**config.mk**
```make
export PLATFORM = sky130hd
export DESIGN_NAME = exit_status_reporter
export DESIGN_NICKNAME = d
export VERILOG_FILES = /design/src/rtl/exit_status_reporter.sv
export SDC_FILE = /design/constraint.sdc
export NUM_CORES = 1
export LEC_CHECK = 0
export ABC_AREA = 1
export CAP_MARGIN = 25
export CORE_MARGIN = 2
export CORE_UTILIZATION = 57
export CTS_CLUSTER_DIAMETER = 80
export CTS_CLUSTER_SIZE = 14
export DETAILED_ROUTE_END_ITERATION = 7
export PLACE_DENSITY = 0.82
export SLEW_MARGIN = 25
export SYNTH_ARGS = -nofsm -noshare
export SYNTH_HDL_FRONTEND = slang
export SYNTH_SLANG_ARGS = --single-unit
```
**constraint.sdc**
```tcl
create_clock -name clk_i -period 2.1 [get_ports clk_i]
set_clock_uncertainty 0.05 [all_clocks]
set_input_delay 0.315 -clock clk_i [delete_from_list [all_inputs] [get_ports clk_i]]
set_output_delay 0.315 -clock clk_i [all_outputs]
set_load 0.03 [all_outputs]
```
**src/rtl/exit_status_reporter.sv**
```systemverilog
// Latches the first X-HEEP exit value after reset and reports it once as
// "EXIT xxxxxxxx\r\n" on an 8N1 UART line, then drives pass/fail LEDs.
module exit_status_reporter #(
    parameter int CLK_FREQ_HZ = 20_000_000,
    parameter int BAUD_RATE   = 115_200
) (
    input  logic        clk_i,
    input  logic        rst_ni,
    input  logic        exit_valid_i,
    input  logic [31:0] exit_value_i,
    output logic        uart_tx_o,
    output logic        busy_o,
    output logic        done_o,
    output logic        pass_led_o,
    output logic        fail_led_o
);

    localparam int DIV = CLK_FREQ_HZ / BAUD_RATE;
    localparam int CW  = (DIV < 2) ? 1 : $clog2(DIV);
    localparam logic [CW-1:0] BAUD_LAST = CW'(DIV - 1);
    localparam logic [3:0]    LAST_IDX  = 4'd14;

    if (DIV < 2) begin : g_div_check
        $error("exit_status_reporter: CLK_FREQ_HZ / BAUD_RATE must be at least 2");
    end

    typedef enum logic [2:0] {
        IDLE,
        TX_START,
        TX_DATA,
        TX_STOP,
        DONE
    } state_t;

    typedef struct packed {
        logic [31:0] value;
        logic        zero;
    } report_t;

    state_t        state_q, state_d;
    logic [CW-1:0] baud_q, baud_d;
    logic [2:0]    bit_q, bit_d;
    logic [3:0]    idx_q, idx_d;
    report_t       rep_q, rep_d;
    logic          valid_q;
    logic          rise;
    logic          baud_end;
    logic [7:0]    tx_byte;

    function automatic logic [7:0] hex_char(input logic [3:0] n);
        return (n < 4'd10) ? {4'h3, n} : 8'h37 + {4'h0, n};
    endfunction

    // valid_q clears on reset, so a level held high through reset counts as a rise
    assign rise     = exit_valid_i & ~valid_q;
    assign baud_end = (baud_q == BAUD_LAST);

    always_ff @(posedge clk_i) begin
        if (!rst_ni) begin
            state_q <= IDLE;
            baud_q  <= '0;
            bit_q   <= '0;
            idx_q   <= '0;
            rep_q   <= '0;
            valid_q <= 1'b0;
        end else begin
            state_q <= state_d;
            baud_q  <= baud_d;
            bit_q   <= bit_d;
            idx_q   <= idx_d;
            rep_q   <= rep_d;
            valid_q <= exit_valid_i;
        end
    end

    always_comb begin
        state_d = state_q;
        baud_d  = baud_q;
        bit_d   = bit_q;
        idx_d   = idx_q;
        rep_d   = rep_q;
        if (busy_o) baud_d = baud_end ? '0 : baud_q + 1'b1;
        unique case (state_q)
            IDLE: begin
                if (rise) begin
                    rep_d.value = exit_value_i;
                    rep_d.zero  = (exit_value_i == 32'd0);
                    baud_d      = '0;
                    bit_d       = '0;
                    idx_d       = '0;
                    state_d     = TX_START;
                end
            end
            TX_START: begin
                if (baud_end) state_d = TX_DATA;
            end
            TX_DATA: begin
                if (baud_end) begin
                    bit_d = bit_q + 3'd1;
                    if (bit_q == 3'd7) state_d = TX_STOP;
                end
            end
            TX_STOP: begin
                if (baud_end) begin
                    if (idx_q == LAST_IDX) begin
                        state_d = DONE;
                    end else begin
                        idx_d   = idx_q + 4'd1;
                        state_d = TX_START;
                    end
                end
            end
            DONE: ;
            default: state_d = IDLE;
        endcase
    end

    // Report text: "EXIT ", eight hex digits MSB nibble first, CR, LF
    always_comb begin
        tx_byte = 8'h0A;
        unique case (idx_q)
            4'd0:    tx_byte = 8'h45;
            4'd1:    tx_byte = 8'h58;
            4'd2:    tx_byte = 8'h49;
            4'd3:    tx_byte = 8'h54;
            4'd4:    tx_byte = 8'h20;
            4'd5:    tx_byte = hex_char(rep_q.value[31:28]);
            4'd6:    tx_byte = hex_char(rep_q.value[27:24]);
            4'd7:    tx_byte = hex_char(rep_q.value[23:20]);
            4'd8:    tx_byte = hex_char(rep_q.value[19:16]);
            4'd9:    tx_byte = hex_char(rep_q.value[15:12]);
            4'd10:   tx_byte = hex_char(rep_q.value[11:8]);
            4'd11:   tx_byte = hex_char(rep_q.value[7:4]);
            4'd12:   tx_byte = hex_char(rep_q.value[3:0]);
            4'd13:   tx_byte = 8'h0D;
            default: tx_byte = 8'h0A;
        endcase
    end

    always_comb begin
        uart_tx_o = 1'b1;
        unique case (state_q)
            TX_START: uart_tx_o = 1'b0;
            TX_DATA:  uart_tx_o = tx_byte[bit_q];
            default:  uart_tx_o = 1'b1;
        endcase
    end

    assign busy_o     = (state_q == TX_START) || (state_q == TX_DATA) || (state_q == TX_STOP);
    assign done_o     = (state_q == DONE);
    assign pass_led_o = done_o & rep_q.zero;
    assign fail_led_o = done_o & ~rep_q.zero;

endmodule

```
==> metrics.yaml <==
route:
  firstDrtPassIters: 5
  wl_per_cell_um: 13.9
  dr_total_vias: 3898
  via_per_inst: 5.48
  drc: 0
  ant_nets: 0
  drt_wl_total_mm: 9.90
  first_iter_violations: 257
finish:
  final_area_um2: 4440
  final_util_pct: 74.5
  nNetsFinal: 686
  drive_above_1_share_pct: 14.3
  diodes: 0
  areaGrowthSynthToFinish_pct: 25.8
setup_path:
  slowest_stage: "dfxtp_2"
  crit_top_cell: "nand2_1"
  reg2reg_slack_ps: 340
  crit_path_max_fanout: 7
  critPathRequiredTime_ps: 1740
  crit_chain: "inv_2 -> buf_6 -> ha_4 -> inv_4 -> nor2_4 -> nand3_2 -> o21ai_1 -> nor2_1 -> nand3_1 -> nand2_1 -> a21oi_2 -> nand2_1 -> nand2_1 -> nand2_1 -> nand2_1 -> buf_6"
  crit_type: "reg2out"
  critical_path.max_stage_delay_ps: 340
  r2r_cells: 9
  crit_end: "uart_tx_o"
  crit_path_start: "idx_q[1]"
  startpoint_type: "register"
  cp.arrival_ps: 2170
  worstReg2RegEnd: "state_q[2]"
  endpoint_kind: "output port"
  timing.rr.start: "baud_q[0]"
sta:
  finalSetupViolCount: 1
  setup_ws_ps: -440
  period_share_pct: 121
  hold_viol_final: 0
  finalMaxSlewViolations: 0
  setup_tns_ps: -440
  tightest_slew_ps: 465
  max_freq_mhz: 394
  rsz0062_at_grt: "yes"
  finalCriticalPeriod_ps: 2540
  hold_ws_ps: 451
  worst_slew_margin_rel_pct: 68.7
die:
  coreArea_um2: 5960
  die_area_um2: 6830
  core.rowCount: 28
  pin_count: 40
  die_x_um: 82.7
  start_util_pct: 59.2
  die-height_um: 82.7
pwr:
  power_leakage_nw: 1.96
  p_sw_w: 0.00186
  ir_worst_vdd_mv: 0.704
  p_clk_share_pct: 14.3
  switching_share_pct: 45.1
  power.internal_w: 0.00226
  power.density_nw_per_um2: 930
  p_seq_share_pct: 34.1
  p_comb_share_pct: 51.5
  finalPower_w: 0.00412
yosys:
  synth_edf_count: 0
  ys_top_cells_by_count: "nand2_1, inv_1, nand3_1, a21oi_1, nor2_1"
  synth_top_family_by_area: "simple AND/OR/NAND/NOR gates"
  yosysTopAreaCell: "dfxtp_1"
  synth-simple-area-share_pct: 36.6
  synth.most_common_cell: "nand2_1"
  syn-num-nets: 623
  ys_warn_count: 0
  synth_fa_ha_area_share_pct: 5.68
  synth_xor_area_share_pct: 0.497
  synth-seq-cells: 52
  yosys.area.top_type_share_pct: 29.5
  yosysSeqAreaShare_pct: 29.5
  postSynthCellCount: 572
  synth_area_um2: 3530
  synthFlopType: "dfxtp_1"
  async_flop_share_pct: 0
  syn-mean-instance-area_um2: 6.16
  synth_compound_area_share_pct: 16.9
  muxShareOfSynthArea_pct: 0
  synth.area.top_cells: "dfxtp_1, nand2_1, nand3_1"
  synth.distinct_cells: 33
global_routing:
  grt_pass1_vias: 3609
  grtUsageTotal_pct: 30.4
  grt_max_degree: 48
  grt_pass1_wl_mm: 15.8
  grt_overflow: 0
  antenna_found_initial: 0
clock_tree:
  htreeDepth: 2
  clk_latency_ps: 320
  clock-sinks: 52
  cts_tree: "yes"
  clk_pin_slew_ps: 100
  numCtsBuffers: 5
  root_buffer: "clkbuf_8"
  clockBufferDepth: 2
status:
  outcome: "finished with violations"
  violations: "setup timing"
placed_design:
  placed_cell_area_um2: 4180
  detailed_place_hpwl_mm: 7.56
  numPortBuffers: 39
  gp_congestion: 0.927
flow_run:
  drv_cap: 0
worst_hold_path:
  hp-class: "reg2reg"
cells in the final DEF, fill, tap and decap left out, types with 2 or more instances in the layout:
master	Yosys	layout
inv_1	77	70
nand3_4	0	2
a211oi_1	2	2
nand3_2	0	5
dfxtp_1	52	48
o21ai_2	2	2
nand3_1	69	62
nor3_1	9	8
nor2_1	54	51
a21oi_1	55	52
buf_4	1	32
xor2_1	2	2
buf_6	0	2
nand2_4	2	2
inv_2	3	7
o21ai_0	47	45
nor2_2	3	5
ha_1	16	12
nand4_1	6	6
nor2_4	4	5
ha_4	0	4
clkdlybuf4s50_1	0	34
o21ai_1	1	3
nand2_1	130	129
inv_4	1	4
dfxtp_2	0	3
a31oi_1	3	3
a21oi_2	0	3
nor4_1	9	9
clkbuf_2	0	2
clkbuf_8	0	5
power groups by stage:
stage / sequential [W] / clock, W / combinational (W)
4_1_cts: 0.00140 / 0.000592 / 0.00206
2_1_floorplan: 0.00133 / 0 / 0.00138
3_5_place_dp: 0.00140 / 0 / 0.00192
5_1_grt: 0.00143 / 0.000622 / 0.00235
3_3_place_gp: 0.00140 / 0 / 0.00186
6_report: 0.00141 / 0.000591 / 0.00212
worst min-delay path by stage:
| stage | startpoint | end | slack, ps | cells after the start |
|---|---|---|---|---|
| floorplan | exit_valid_i | valid_q | 360 | 2 |
| global placement | rep_q[0] | rep_q[0] | 420 | 2 |
| detailed placement | rep_q[0] | rep_q[0] | 440 | 2 |
| CTS | rep_q[0] | rep_q[0] | 450 | 2 |
| global route | baud_q[2] | baud_q[2] | 470 | 2 |
| finish | rep_q[0] | rep_q[0] | 450 | 2 |
flip-flops by register name, summed over array words and instances (netlist names):
signal   flops
bit_q        3
state_q      3
idx_q        4
baud_q       8
rep_q       33
valid_q      1
routing by layer:
| layer | wire, µm | track usage [%] |
|---|---|---|
| met1 | 4470 | 37.9 |
| met3 | 540 | 4.57 |
| met2 | 4680 | 52.5 |
| met4 | 218 | 11.8 |
| met5 | 0 | 0 |
layout make-up:
type | count | area, µm²
multi-input combinational | 422 | 2240
fill | 525 | 1520
sequential | 52 | 1050
timing repair buffer | 73 | 654
inverter | 81 | 314
tap | 75 | 93.8
clock buffer | 6 | 72.6
clock inverter | 2 | 16.3
worst max-delay path, delay by kind of cell, from the launching register on:
family,cells,cell delay [ps]
flops,1,340
simple gates,9,750
buf+inv,4,370
fa+ha+maj,1,190
compound gates,2,200
metrics by stage:
step / setup WS, ps / cells
after global routing: -570 / 711
after CTS: -329 / 709
final: -440 / 711
after floorplan: 114 / 572
after global placement: -199 / 700
after detailed placement: -194 / 700
cells by family after synthesis:
| group | after synthesis |
|---|---|
| flops | 52 |
| xor+xnor | 2 |
| fa+ha+maj | 16 |
| compound gates | 114 |
| buf+inv | 98 |
| simple gates | 290 |
repair_timing:
action                                  in CTS  in global routing
setup buffers                                1                  2
hold buffers                                 0                  0
pin swaps                                   11                  8
endpoints found under the hold margin        0                  0
endpoints found under the setup margin       4                  4
gates resized for setup                     46                  7
(Power assumes the default switching activity.)
